## config.mk

```make
export PLATFORM = sky130hd
export DESIGN_NAME = mat_mat_flat
export DESIGN_NICKNAME = d
export VERILOG_FILES = /design/src/rtl/mat_mat_if.sv /design/src/rtl/mat_mat.sv /design/src/flat_wrapper.sv
export SDC_FILE = /design/constraint.sdc
export NUM_CORES = 1
export LEC_CHECK = 0
export ABC_AREA = 1
export CORE_MARGIN = 4
export CORE_UTILIZATION = 26
export DETAILED_ROUTE_END_ITERATION = 7
export PLACE_DENSITY_LB_ADDON = 0.3
export SYNTH_ARGS = -nofsm -noshare
export SYNTH_HDL_FRONTEND = slang
export SYNTH_SLANG_ARGS = --single-unit
```

## constraint.sdc

```tcl
create_clock -name clk -period 7.1 [get_ports clk]
set_input_delay 1.065 -clock clk [delete_from_list [all_inputs] [get_ports clk]]
set_output_delay 1.065 -clock clk [all_outputs]
set_load 0.05 [all_outputs]
```

## src/rtl/mat_mat_if.sv

```systemverilog
// Streaming handshake bundle for mat_mat: serial operand input and
// parallel result-row output.
interface mat_mat_if #(
   parameter int unsigned elementsNum = 3,
   parameter int unsigned dataWidth   = 4
);
   localparam int unsigned OW = 2 * dataWidth + $clog2(elementsNum) + 1;

   logic [dataWidth-1:0] in;
   logic                 valid_in;
   logic                 ready_in;
   logic                 ready_out;
   logic [OW-1:0]        out [elementsNum];
   logic                 valid_out;

   modport slave (
      input  in, valid_in, ready_out,
      output ready_in, out, valid_out
   );

   modport master (
      output in, valid_in, ready_out,
      input  ready_in, out, valid_out
   );
endinterface

```

## src/rtl/mat_mat.sv

```systemverilog
// Streaming unsigned NxN matrix-matrix multiplier. Loads A then B serially
// (row-major), computes C = A x B one row at a time in N cycles per row and
// presents each row on a parallel bus until the downstream handshake.
module mat_mat #(
   parameter int unsigned elementsNum = 3,
   parameter int unsigned dataWidth   = 4
) (
   input logic      clk,
   input logic      rst,
   mat_mat_if.slave bus
);
   localparam int unsigned N  = elementsNum;
   localparam int unsigned DW = dataWidth;
   localparam int unsigned OW = 2 * DW + $clog2(N) + 1;
   localparam int unsigned NN = N * N;
   localparam int unsigned AW = $clog2(NN);
   localparam int unsigned CW = $clog2(2 * NN);
   localparam int unsigned RW = $clog2(N);

   typedef enum logic [1:0] {LOAD, COMPUTE, OUTPUT} state_t;

   state_t        state_q;
   logic [CW-1:0] cnt_q;
   logic [RW-1:0] r_q;
   logic [RW-1:0] k_q;
   logic [OW-1:0] acc_q [N];
   logic [OW-1:0] out_q [N];
   logic          valid_out_q;

   logic [DW-1:0] a_q [NN];
   logic [DW-1:0] b_q [NN];

   logic          accept;
   logic          last_elem;
   logic          wr_b;
   logic [AW-1:0] wr_idx;
   logic [AW-1:0] a_idx;
   logic [AW-1:0] b_idx [N];
   logic [OW-1:0] sum_d [N];

   // Input acceptance, storage addressing and the per-column multiply-accumulate.
   always_comb begin
      accept    = (state_q == LOAD) && bus.valid_in;
      last_elem = (cnt_q == CW'(2 * NN - 1));
      wr_b      = (cnt_q >= CW'(NN));
      wr_idx    = wr_b ? AW'(cnt_q - CW'(NN)) : AW'(cnt_q);
      a_idx     = AW'(32'(r_q) * N + 32'(k_q));
      for (int unsigned j = 0; j < N; j++) begin
         b_idx[j] = AW'(32'(k_q) * N + j);
         sum_d[j] = acc_q[j] + OW'(a_q[a_idx]) * OW'(b_q[b_idx[j]]);
      end
   end

   // Operand storage; deliberately not reset, each matrix pair overwrites it fully.
   always_ff @(posedge clk) begin
      if (accept) begin
         if (wr_b) b_q[wr_idx] <= bus.in;
         else      a_q[wr_idx] <= bus.in;
      end
   end

   // Control FSM with registered result row and valid flag.
   always_ff @(posedge clk or negedge rst) begin
      if (!rst) begin
         state_q     <= LOAD;
         cnt_q       <= '0;
         r_q         <= '0;
         k_q         <= '0;
         valid_out_q <= 1'b0;
         for (int unsigned j = 0; j < N; j++) begin
            acc_q[j] <= '0;
            out_q[j] <= '0;
         end
      end else begin
         case (state_q)
            LOAD: begin
               if (accept) begin
                  if (last_elem) begin
                     state_q <= COMPUTE;
                     r_q     <= '0;
                     k_q     <= '0;
                     for (int unsigned j = 0; j < N; j++) acc_q[j] <= '0;
                  end else begin
                     cnt_q <= cnt_q + 1'b1;
                  end
               end
            end
            COMPUTE: begin
               for (int unsigned j = 0; j < N; j++) acc_q[j] <= sum_d[j];
               if (k_q == RW'(N - 1)) begin
                  // Final term is folded in directly so the row is ready on this edge.
                  for (int unsigned j = 0; j < N; j++) out_q[j] <= sum_d[j];
                  valid_out_q <= 1'b1;
                  k_q         <= '0;
                  state_q     <= OUTPUT;
               end else begin
                  k_q <= k_q + 1'b1;
               end
            end
            OUTPUT: begin
               if (bus.ready_out) begin
                  valid_out_q <= 1'b0;
                  for (int unsigned j = 0; j < N; j++) acc_q[j] <= '0;
                  if (r_q == RW'(N - 1)) begin
                     state_q <= LOAD;
                     cnt_q   <= '0;
                     r_q     <= '0;
                  end else begin
                     r_q     <= r_q + 1'b1;
                     state_q <= COMPUTE;
                  end
               end
            end
            default: state_q <= LOAD;
         endcase
      end
   end

   assign bus.ready_in  = (state_q == LOAD);
   assign bus.valid_out = valid_out_q;
   assign bus.out       = out_q;

endmodule

```

## src/flat_wrapper.sv

```systemverilog
// flat-port wrapper written by rule: the top's interface ports become plain ports
module mat_mat_flat 
#(
   parameter int unsigned elementsNum = 3,
   parameter int unsigned dataWidth   = 4
)
  (clk, rst, bus_in, bus_valid_in, bus_ready_out, bus_ready_in, bus_out, bus_valid_out);
  mat_mat_if #(.elementsNum(elementsNum), .dataWidth(dataWidth)) bus_i ();
  input logic clk;
  input logic rst;
  input wire logic [$bits(bus_i.in)-1:0] bus_in;
  input wire logic [$bits(bus_i.valid_in)-1:0] bus_valid_in;
  input wire logic [$bits(bus_i.ready_out)-1:0] bus_ready_out;
  output wire logic [$bits(bus_i.ready_in)-1:0] bus_ready_in;
  output wire logic [$bits(bus_i.out)-1:0] bus_out;
  output wire logic [$bits(bus_i.valid_out)-1:0] bus_valid_out;
  assign bus_i.in = bus_in;
  assign bus_i.valid_in = bus_valid_in;
  assign bus_i.ready_out = bus_ready_out;
  assign bus_ready_in = bus_i.ready_in;
  assign bus_out = {>>{bus_i.out}};
  assign bus_valid_out = bus_i.valid_out;
  mat_mat #(.elementsNum(elementsNum), .dataWidth(dataWidth)) u_core (.clk(clk), .rst(rst), .bus(bus_i));
endmodule
```

Yosys cells after proc, flatten, opt, wreduce, memory -nomap -nowiden
Memories as Yosys holds them, arrays and structs flattened.
Index checks and enable logic that the tools add are counted.

storage, ports and cells
  register bits = 78
  memory bits (writable) = 72
  bits of input ports = 8
  output and inout port bits = 35
  logic and storage cells = 85
  memories kept = 2

memory list
  name        depth  bits a word  read ports  clocked after Yosys merged registers in  wr ports  line           RTL
  u_core.a_q  9      4            1           0                                        1         mat_mat.sv:30  logic [DW-1:0] a_q [NN];
  u_core.b_q  9      4            3           0                                        1         mat_mat.sv:31  logic [DW-1:0] b_q [NN];

operators by class
  $add $sub $neg = 10
  $mul = 5
  order comparisons = 1
  equality and inequality tests = 11
  muxes and demuxes = 32
  reductions and logical operators = 13

operator list
  operator             number
  $mux 33              3
  $pmux 33 s3          1
  $add 11x8->11        3
  $mul 4x4->8          3
  $mux 5               4
  $mux 2               9
  $reduce_and 4->1     3
  $pmux 5 s2           1
  $mux 1               9
  $mul 2x2->4 const B  2
  $ne 2x1->1 const B   4
  $pmux 2 s2           2
  $eq 2x2->1 const B   3
  $pmux 2 s3           1
  $reduce_and 3->1     2
  $reduce_bool 2->1    3
  $add 5x1->5 const B  1
  $eq 5x5->1 const B   1
  $ge 5x4->1 const B   1
  $reduce_and 5->1     1
  $add 2x1->2 const B  2
  $add 4x1->4 const B  1
  $add 4x2->4          1
  $add 4x2->4 const B  1
  9 further kinds      10

Depth between registers and ports, before layout
Gate-level depths: netlist of the first run.
An unclocked memory read counts as a cell.

  depth after elaboration = 6
  gate-level depth with buffers = 29
  mapped depth without buffers = 28

Worst setup path before layout of the first run
OpenSTA, ideal clock, no wires.

  path kind = reg2reg
  start point = reg u_core.k_q[1]
  end point = reg u_core.out_q (netlist bit u_core.bus.out[31])
  setup time = 118 ps
  data arrival time = 4874 ps
  data required time = 6982 ps
  setup slack = 2109 ps
  stages on the path, launching flop included = 25
  path buffers = 0
  period minus slack after synthesis = 4991 ps
  cell sequence = dfrtp_1 -> inv_1 -> fa_1 -> inv_1 -> ha_1 -> inv_1 -> fa_1 -> inv_1 -> nand3_1 -> nand3_1 -> nand2_2 -> inv_1 -> nand2_1 -> fa_1 -> fa_1 -> fa_1 -> inv_1 -> ha_1 -> nand2_1 -> o21ai_0 -> nand3_1 -> nand2_1 -> nand2_1 -> nand3_1 -> nand2_1

on the way
  longest elaborated chain between the ends = 4
  elaborated cells between the ends (all ways) = 8
  those cells by class = 2 x add/sub; 2 x mul; 1 x eq/ne; 1 x reduce/logical; 2 x memory

ends and longest elaborated chain
  element                                            line                          RTL
  start: declaration                                 mat_mat.sv:25                 logic [RW-1:0] k_q;
  start signal: assignment                           mat_mat.sv:97                 k_q <= k_q + 1'b1;
  $mul 2x2->4 / $add 4x2->4 (equally long branches)  mat_mat.sv:49, mat_mat.sv:47
  $mem_v2 9x4 (on tied branches)                     --
  $mul 4x4->8                                        mat_mat.sv:50                 sum_d[j] = acc_q[j] + OW'(a_q[a_idx]) * OW'(b_q[b_idx[j]]);
  $add 11x8->11                                      mat_mat.sv:50
  end signal: indexed assignment                     mat_mat.sv:72                 out_q[j] <= '0;
  end: declaration                                   mat_mat.sv:27                 logic [OW-1:0] out_q [N];

Several ways; a longest one is shown, not always the timed one.
A chain may end at the register's enable or synchronous reset.

Worst setup path after layout of the first run
  start point = reg u_core.k_q[0]
  end point = reg u_core.out_q (netlist bit u_core.bus.out[31])

The elaborated chain is that of the path after synthesis.

==> reports/qor.yml, run 1 <==
postCtsSetupBuffers: 0
register_area_sq_um: 4114
multi_input_area_sq_um: 4652
critPathLaunch: "u_core.k_q[0]$_DFFE_PN0P_"
diodes: 0
setup_viol: 0
start_util: 0.2625
timing.rr.start: "u_core.k_q[0]$_DFFE_PN0P_"
design_area_sq_um: 11000
arrival_ns: 6.11
yosysWarnings: 0
cts_tree: "done"
dr.pass1.iters: 6
cts_max_path_buffers: 2
setup_ws_ns: 1.314
nNetsFinal: 1250
reg2regPathDepth: 22
gp_congestion: 0.8493
io_pins: 43
clk_pin_slew_ns: 0.07
worst_r2r_endpoint: "u_core.bus.out[31]$_DFFE_PN0P_"
rows: 70
fill_cells: 3854
totalWireLength_microns: 23010
r2r_setup_slack_ns: 1.31
dp_slack_ns: 1.342
root_buffer: "clkbuf_16"
wl_per_cell_microns: 14.14
relSlewSlack: 0.4058
grt_remaining_overflow: 0
fin_crit_ns: 5.786
crit_required_ns: 7.43
hold_buffers: 0
ys_ff_latch: 150
startpoint_type: "register"
yosys.area.top_type: "edfxtp_1"
dpl-instance-area_sq_um: 10420
timing.final.crit_share: 0.8150
cts_max_level: 4
cp-end-kind: "register"
path_class: "register to register"
drv_slew: 0
worstSetupEndpoint: "u_core.bus.out[31]$_DFFE_PN0P_"
rsz0062_at_grt: "false"
maxCapViolations: 0
die_area_sq_um: 40000
max_freq_mhz: 172.8
clock_sinks: 150
dp_hpwl_microns: 17100
synth_cells: 1111
synth_top_area_frac: 0.2256
cts_buffers: 17
synthTopCellsByArea: "edfxtp_1 (23%), dfrtp_1 (20%), nand2_1 (11%), ha_1 (8.7%), inv_1 (6.1%)"
min_path_type: "register to register"
yosysSeqAreaShare: 0.4292
fp.dieW_microns: 200.0
synthArstFlopShare: 0.5200
clk_latency_ns: 0.44
hold_viol: 0
dieHeight_microns: 200.0
avgViaCountPerCell: 4.478
grt_pass1_wl_microns: 38010
drt_iter0_drc: 443
grt_pass1_vias: 7193
cts_resized: 0
core-area_sq_um: 36520
fin_setup_tns_ns: 0
status: "finished, final reports clean"
mostFrequentLayoutCells: "nand2_1 (288), inv_1 (155), nand3_1 (106)"
tightest_slew_ns: 0.8845
syn_area_sq_um: 9585
synth_cell_types: 37
drive_gt1_frac: 0.07334
postRouteAntennaNets: 0
clock_skew_ns: 0.01361
cp_max_fo: 50
avgSynthCellArea_sq_um: 8.628
layout_commonest_cell: "nand2_1"
grt_usage: 0.1206
grt_max_degree: 55
synthFlopType: "dfrtp_1"
syn_nets: 1215
layout-area-overhead-vs-synth_pct: 14.78
antenna_found_initial: 0
num_vias: 7285
post-route-drc-count: 0
synth_edf_count: 72
io_buffers: 42
==> synthesized netlist by cell type (7+ instances only) <==
cell type,number
fa_1,29
o211ai_1,28
buf_2,13
nand2_1,288
o21ai_0,68
xnor2_1,8
o21ai_1,11
ha_1,67
nand4_1,9
edfxtp_1,72
nand2_2,13
nand3_1,106
or2_2,7
inv_2,12
inv_1,155
a21oi_1,25
nor3_1,8
dfrtp_1,78
nor2_1,61
==> cell type report <==
cell class | count | area share
multi-input combinational | 765 | 0.4228
timing repair buffer | 45 | 0.04003
sequential | 150 | 0.3739
inverter | 167 | 0.05698
tap | 468 | 0.05322
clock inverter | 13 | 0.01365
clock buffer | 19 | 0.03935
==> worst min-delay path by stage <==
stage / from / to / slack, ns / depth (start not counted)
5_1_grt: u_core.bus.out[17]$_DFFE_PN0P_ / u_core.bus.out[17]$_DFFE_PN0P_ / 0.50 / 2
4_1_cts: u_core.bus.out[32]$_DFFE_PN0P_ / u_core.bus.out[32]$_DFFE_PN0P_ / 0.48 / 2
3_5_place_dp: u_core.bus.out[32]$_DFFE_PN0P_ / u_core.bus.out[32]$_DFFE_PN0P_ / 0.47 / 2
6_report: u_core.bus.out[32]$_DFFE_PN0P_ / u_core.bus.out[32]$_DFFE_PN0P_ / 0.48 / 2
3_3_place_gp: u_core.bus.out[10]$_DFFE_PN0P_ / u_core.bus.out[10]$_DFFE_PN0P_ / 0.46 / 2
2_1_floorplan: u_core.acc_q[17]$_DFFE_PN0P_ / u_core.acc_q[17]$_DFFE_PN0P_ / 0.45 / 2
==> per-layer routing <==
layer	GRT usage	up-vias	wire, microns
met3	0.02350	17	780
met1	0.1641	3449	11280
met4	0.03119	0	312
li1	-	3696	-
met5	0	-	0
met2	0.1982	123	10640
==> logic make-up after synthesis <==
kind of cell             after synthesis  synth area share
AO/OA/AOI/OAI                        145           0.08850
XOR/XNOR                              13           0.01384
adder cells (fa/ha/maj)               96            0.1480
buffers and inverters                196           0.08550
flip-flops                           150            0.4292
AND/OR/NAND/NOR                      511            0.2350
==> through the flow <==
| step | hold slack, ns | utilization | instances |
|---|---|---|---|
| after floorplan | 0.4491 | - | 1111 |
| after global placement | 0.4644 | 0.2853 | 1595 |
| after detailed placement | 0.4676 | 0.2853 | 1595 |
| after CTS | 0.4843 | 0.3012 | 1627 |
| after global routing | 0.4976 | 0.3012 | 1627 |
| final | 0.4771 | 0.3012 | 1627 |
==> worst max-delay path, cell delays in order (launching register included) <==
cell      delay [ns]
dfrtp_1         0.32
buf_4           0.38
inv_1           0.31
ha_1            0.92
inv_2           0.30
o211ai_1        0.18
nand3_1         0.09
nand3_1         0.08
nand2_1         0.12
inv_1           0.08
nand2_1         0.07
fa_1            0.53
fa_1            0.52
fa_1            0.51
inv_1           0.04
ha_1            0.37
nand2_1         0.07
o21ai_0         0.36
nand3_1         0.16
nand2_1         0.09
nand2_1         0.06
nand3_1         0.07
nand2_1         0.05
==> state kept, by name, summed over array words and instances (netlist names) <==
register / cells
u_core.a_q: 36
u_core.acc_q: 33
u_core.b_q: 36
u_core.bus.out: 33
u_core.bus.valid_out: 1
u_core.cnt_q: 5
u_core.k_q: 2
u_core.r_q: 2
u_core.state_q: 2
Power of run 1 is left out: the tool's default activity adds up to more than one toggle a clock period on the data nets, which glitch-free logic cannot reach.
==> inputs of run 2 (changes only) <==
==> constraint.sdc (replaced) <==
create_clock -name clk -period 6 [get_ports clk]
set_input_delay 0.9 -clock clk [delete_from_list [all_inputs] [get_ports clk]]
set_output_delay 0.9 -clock clk [all_outputs]
set_load 0.05 [all_outputs]
==> run 2 against run 1 <==
Die area stayed put. Utilization hardly changed. Cell count stayed put. Count of clock-buffer cells in the layout stayed put. Sequential share of layout area hardly changed. Critical path type unchanged.
==> reports/qor.yml, run 2 (same netlist as run 1, synthesis figures left out) <==
rsz0062_at_grt: "false"  # unchanged
cp_max_fo: 9  # was 50
die_area_sq_um: 40000  # unchanged
arrival_ns: 5.83  # was 6.11 ns
fill_cells: 3867  # was 3854
whs_path_depth: 2  # unchanged
whs_endpoint: "u_core.bus.out[18]$_DFFE_PN0P_"  # was u_core.bus.out[32]$_DFFE_PN0P_
path_class: "register to register"  # unchanged
clk_latency_ns: 0.43  # was 0.44 ns
path_cells: "inv_1, fa_1, inv_1, ha_1, inv_1, fa_1, inv_1, nand3_1, nand3_1, nand2_2, inv_2, nand2_1, fa_1, fa_1, inv_1, fa_1, ha_1, nand2_1, o21ai_0, nand3_1, nand2_1, nand2_1, nand3_1, nand2_1"  # was buf_4, inv_1, ha_1, inv_2, o211ai_1, nand3_1, nand3_1, nand2_1, inv_1, nand2_1, fa_1, fa_1, fa_1, inv_1, ha_1, nand2_1, o21ai_0, nand3_1, nand2_1, nand2_1, nand3_1, nand2_1
max_freq_mhz: 181.3  # was 172.8 MHz
startpoint_type: "register"  # unchanged
hold_buffers: 0  # unchanged
dp_hpwl_microns: 16910  # was 17100 microns
status: "finished, final reports clean"  # unchanged
rows: 70  # unchanged
grt_pass1_wl_microns: 37420  # was 38010 microns
antenna_found_initial: 0  # unchanged
grt_pass1_vias: 7041  # was 7193
relSlewSlack: 0.3003  # was 0.4058
fp.dieW_microns: 200.0  # unchanged
maxCapViolations: 0  # unchanged
nNetsFinal: 1250  # unchanged
start_util: 0.2625  # unchanged
cts_max_level: 4  # unchanged
totalWireLength_microns: 22790  # was 23010 microns
reg2regPathDepth: 24  # was 22
grt_usage: 0.1177  # was 0.1206
core-area_sq_um: 36520  # unchanged
layout-area-overhead-vs-synth_pct: 14.84  # was 14.78%
clk_pin_slew_ns: 0.06  # was 0.07 ns
post-route-drc-count: 0  # unchanged
crit_required_ns: 6.32  # was 7.43 ns
diodes: 0  # unchanged
fin_setup_tns_ns: 0  # unchanged
dr.pass1.iters: 7  # was 6
drt_iter0_drc: 368  # was 443
clock_skew_ns: 0.01234  # was 0.01361 ns
hp-start: "u_core.bus.out[18]$_DFFE_PN0P_"  # was u_core.bus.out[32]$_DFFE_PN0P_
timing.rr.start: "u_core.k_q[1]$_DFFE_PN0P_"  # was u_core.k_q[0]$_DFFE_PN0P_
cts_tree: "done"  # unchanged
r2r_setup_slack_ns: 0.48  # was 1.31 ns
crit_slowest_cell: "fa_1"  # was ha_1
cp-end-kind: "register"  # unchanged
io_pins: 43  # unchanged
clock_sinks: 150  # unchanged
wl_per_cell_microns: 14.01  # was 14.14 microns
dieHeight_microns: 200.0  # unchanged
avgViaCountPerCell: 4.455  # was 4.478
cts_buffers: 17  # unchanged
layout_commonest_cell: "nand2_1"  # unchanged
gp_congestion: 0.8715  # was 0.8493
drv_slew: 0  # unchanged
root_buffer: "clkbuf_16"  # unchanged
path_buf_inv: 6  # was 5
min_path_type: "register to register"  # unchanged
hold_viol: 0  # unchanged
cts_max_path_buffers: 2  # unchanged
mostFrequentLayoutCells: "nand2_1 (288), inv_1 (155), nand3_1 (106)"  # unchanged
num_vias: 7248  # was 7285
grt_remaining_overflow: 0  # unchanged
timing.final.crit_share: 0.9192  # was 0.8150
tightest_slew_ns: 1.050  # was 0.8845 ns
io_buffers: 42  # unchanged
grt_max_degree: 79  # was 55
worst_r2r_endpoint: "u_core.bus.out[9]$_DFFE_PN0P_"  # was u_core.bus.out[31]$_DFFE_PN0P_
fin_crit_ns: 5.515  # was 5.786 ns
largestRegisters: "u_core.a_q x36, u_core.b_q x36"  # unchanged
postRouteAntennaNets: 0  # unchanged
path_delay_family: "adder cells"  # unchanged
cp_slowest_stage_delay_ns: 0.55  # was 0.92 ns
drive_gt1_frac: 0.07075  # was 0.07334
setup_viol: 0  # unchanged
==> run 2: repair_timing <==
action                     in CTS  in global routing
resized for setup               0                  1
setup endpoints to repair       0                  2
buffers inserted                0                  0
==> run 2: layout make-up <==
class	count	area [sq um]	area share
Timing Repair Buffer	45	440.4	0.04001
Inverter	167	626.9	0.05694
Sequential cell	150	4114	0.3737
Clock buffer	19	432.9	0.03933
Clock inverter	13	156.4	0.01421
Tap cell	468	585.6	0.05319
Multi-Input combinational cell	765	4652	0.4226
==> run 2: worst register-to-register path: cells and delay by family, from the launching register on <==
family | cells | cell delay [ns]
buf+inv | 6 | 0.53
compound gates | 1 | 0.36
simple gates | 10 | 1.03
fa+ha+maj | 7 | 3.07
flops | 1 | 0.42
==> run 2: worst max path at each step <==
stage | slack (ns) | start | end | cells past startpoint
3_3_place_gp | 0.47 | u_core.k_q[1]$_DFFE_PN0P_ | u_core.acc_q[31]$_DFFE_PN0P_ | 24
5_1_grt | 0.12 | u_core.k_q[1]$_DFFE_PN0P_ | u_core.bus.out[9]$_DFFE_PN0P_ | 24
6_report | 0.48 | u_core.k_q[1]$_DFFE_PN0P_ | u_core.bus.out[9]$_DFFE_PN0P_ | 24
3_5_place_dp | 0.44 | u_core.k_q[1]$_DFFE_PN0P_ | u_core.bus.out[31]$_DFFE_PN0P_ | 24
4_1_cts | 0.40 | u_core.k_q[1]$_DFFE_PN0P_ | u_core.bus.out[31]$_DFFE_PN0P_ | 24
2_1_floorplan | 1.01 | u_core.k_q[1]$_DFFE_PN0P_ | u_core.bus.out[31]$_DFFE_PN0P_ | 24
==> run 2: routing by layer <==
layer,global-route usage,wire (microns),vias to the layer above
met5,0,0,-
met4,0.02692,222,0
met3,0.02367,714,17
met2,0.1976,10780,112
met1,0.1577,11080,3416
li1,-,-,3703
==> run 2: through the flow <==
step | area (sq um) | utilization | cells | hold slack, ns | setup slack [ns]
final | 11010 | 0.3014 | 1627 | 0.4757 | 0.4846
after global routing | 11010 | 0.3014 | 1627 | 0.4950 | 0.1151
after CTS | 11010 | 0.3014 | 1627 | 0.4833 | 0.4035
after detailed placement | 10420 | 0.2853 | 1595 | 0.4671 | 0.4418
after global placement | 10420 | 0.2853 | 1595 | 0.4648 | 0.4651
after floorplan | 9585 | - | 1111 | 0.4491 | 1.009
Power of run 2 is left out for the same reason.
==> inputs of run 3 (changes only) <==
--- a/config.mk
+++ b/config.mk
@@ -6,10 +6,13 @@
 export NUM_CORES = 1
 export LEC_CHECK = 0
 export ABC_AREA = 1
+export CAP_MARGIN = 40
 export CORE_MARGIN = 4
 export CORE_UTILIZATION = 26
 export DETAILED_ROUTE_END_ITERATION = 7
+export GPL_ROUTABILITY_DRIVEN = 0
 export PLACE_DENSITY_LB_ADDON = 0.3
+export SETUP_SLACK_MARGIN = 0.1
 export SYNTH_ARGS = -nofsm -noshare
 export SYNTH_HDL_FRONTEND = slang
 export SYNTH_SLANG_ARGS = --single-unit
==> run 3 against run 2 <==
Wire length rose by 0.25%. Worst setup slack gained 0.048 ns. Count of clock-buffer cells in the layout down 2. Register-to-register slack improved by 0.05 ns. Clock skew decreased by 0.00058 ns. Utilization rose by 0.32 points. Sequential share of layout area shrank 0.39 points. Non-clock buffer count grew 4. Critical path depth unchanged. Flip-flop and latch count unchanged. Critical endpoint unchanged. Largest cell class unchanged. Highest routed layer unchanged.
==> reports/qor.yml, run 3 (same netlist as run 1, synthesis figures left out) <==
timing.rr.start: "u_core.k_q[1]$_DFFE_PN0P_"  # unchanged
hold_buffers: 0  # unchanged
dp_slack_ns: 0.4559  # was 0.4418 ns
path_class: "register to register"  # unchanged
drv_slew: 0  # unchanged
fin_crit_ns: 5.467  # was 5.515 ns
grt_use_met1: 0.1605  # was 0.1577
setup_ws_ns: 0.5325  # was 0.4846 ns
avgViaCountPerCell: 4.435  # was 4.455
min_path_type: "input port to asynchronous set/reset pin"  # was register to register
cp_max_fo: 9  # unchanged
dp_hpwl_microns: 17080  # was 16910 microns
clk_latency_ns: 0.43  # about the same
io_pins: 43  # unchanged
grt_pass1_wl_microns: 37760  # was 37420 microns
status: "finished, final reports clean"  # unchanged
clock_sinks: 150  # unchanged
grt_max_degree: 48  # was 79
diodes: 0  # unchanged
cts_max_path_buffers: 2  # unchanged
arrival_ns: 5.78  # was 5.83 ns
layout-area-overhead-vs-synth_pct: 16.04  # was 14.84%
register_area_sq_um: 4114  # unchanged
start_util: 0.2625  # unchanged
grt_remaining_overflow: 0  # unchanged
root_buffer: "clkbuf_16"  # unchanged
rsz0062_at_grt: "false"  # unchanged
postCtsSetupBuffers: 0  # unchanged
drt_iter0_drc: 400  # was 368
nNetsFinal: 1254  # was 1250
maxCapViolations: 0  # unchanged
busiest_layer: "met2"  # unchanged
max_freq_mhz: 182.9  # was 181.3 MHz
fin_setup_tns_ns: 0  # unchanged
instances_no_fill: 1631  # was 1627
totalWireLength_microns: 22840  # was 22790 microns
postRouteAntennaNets: 0  # unchanged
core-area_sq_um: 36520  # unchanged
crit_required_ns: 6.32  # about the same
rows: 70  # unchanged
startpoint_type: "register"  # unchanged
cts_resized: 0  # unchanged
use_met2: 0.1942  # was 0.1976
dp.cells: 1599  # was 1595
mostFrequentLayoutCells: "nand2_1 (288), inv_1 (155), nand3_1 (106)"  # unchanged
drive_gt1_frac: 0.07739  # was 0.07075
die_area_sq_um: 40000  # unchanged
critPathLaunch: "u_core.k_q[1]$_DFFE_PN0P_"  # unchanged
layout_commonest_cell: "nand2_1"  # unchanged
cts_buffers: 17  # unchanged
cp-end-kind: "register"  # unchanged
dr.pass1.iters: 4  # was 7
antenna_found_initial: 0  # unchanged
post-route-drc-count: 0  # unchanged
wl_per_cell_microns: 14.01  # about the same
relSlewSlack: 0.4291  # was 0.3003
grt_pass1_vias: 7213  # was 7041
cts_max_level: 4  # unchanged
largestRegisters: "u_core.a_q x36, u_core.b_q x36"  # unchanged
use_met3: 0.02551  # was 0.02367
multi_input_area_sq_um: 4656  # was 4652 sq um
io_buffers: 42  # unchanged
timing.final.crit_share: 0.9112  # was 0.9192
cts_tree: "done"  # unchanged
setup_viol: 0  # unchanged
utilization: 0.3046  # was 0.3014
fp.dieW_microns: 200.0  # unchanged
hold_viol: 0  # unchanged
clk_pin_slew_ns: 0.07  # was 0.06 ns
clock_skew_ns: 0.01176  # was 0.01234 ns
grt_usage: 0.1187  # was 0.1177
num_vias: 7233  # was 7248
fill_cells: 3809  # was 3867
tightest_slew_ns: 0.8499  # was 1.050 ns
dieHeight_microns: 200.0  # unchanged
run 3: cell types whose count changed in the layout (fill, tap and decap cells not counted):
| cell | before | now |
|---|---|---|
| clkinvlp_4 | 5 | 0 |
| inv_6 | 1 | 5 |
| buf_16 | 0 | 2 |
| buf_8 | 0 | 2 |
| clkbuf_1 | 2 | 0 |
| clkinv_4 | 1 | 3 |
| inv_8 | 0 | 2 |
| clkinv_1 | 3 | 2 |
| o21ai_1 | 12 | 11 |
| o21ai_2 | 1 | 2 |
run 3: critical path: stages, from the launching register on:
cell and delay (ns):
dfrtp_1 0.42, inv_1 0.12, fa_1 0.54, inv_1 0.04
ha_1 0.18, inv_1 0.06, fa_1 0.49, inv_1 0.15
nand3_1 0.10, nand3_1 0.19, nand2_2 0.17, inv_2 0.11
nand2_1 0.07, fa_1 0.47, fa_1 0.54, inv_1 0.05
fa_1 0.45, ha_1 0.38, nand2_1 0.07, o21ai_0 0.34
nand3_1 0.15, nand2_1 0.09, nand2_1 0.06, nand3_1 0.07
nand2_1 0.05
run 3: path summary, 6_finish.rpt:
| kind | depth (start not counted) | end | slack, ns |
|---|---|---|---|
| worst max-delay path | 24 | u_core.bus.out[9]$_DFFE_PN0P_ | 0.53 |
| worst min-delay path | 1 | u_core.acc_q[29]$_DFFE_PN0P_ | 0.45 |
| worst min register to register | 2 | u_core.acc_q[17]$_DFFE_PN0P_ | 0.48 |
| worst max register to register | 24 | u_core.bus.out[9]$_DFFE_PN0P_ | 0.53 |
| min in group clk | 2 | u_core.acc_q[17]$_DFFE_PN0P_ | 0.48 |
| max in group asynchronous | 2 | u_core.acc_q[16]$_DFFE_PN0P_ | 4.96 |
run 3: layout make-up:
cell class,count,share of cell area
clock buffers,17,0.03825
clock inverters,15,0.01710
inverters,167,0.05636
multi-input cells,765,0.4186
flip-flops and latches,150,0.3699
well taps,468,0.05264
repair buffers,49,0.04724
run 3: per-stage QoR:
stage,hold slack [ns],cell area (sq um)
2_1_floorplan,0.4491,9585
3_3_place_gp,0.4648,10420
3_5_place_dp,0.4670,10500
4_1_cts,0.4578,11120
5_1_grt,0.4725,11120
6_report,0.4490,11120
run 3: metal layers:
metal / up-vias / routed length [microns]
met5: - / 0
met3: 23 / 658
met2: 104 / 10730
li1: 3705 / -
met4: 0 / 307
met1: 3401 / 11150
Power of run 3 is left out for the same reason.
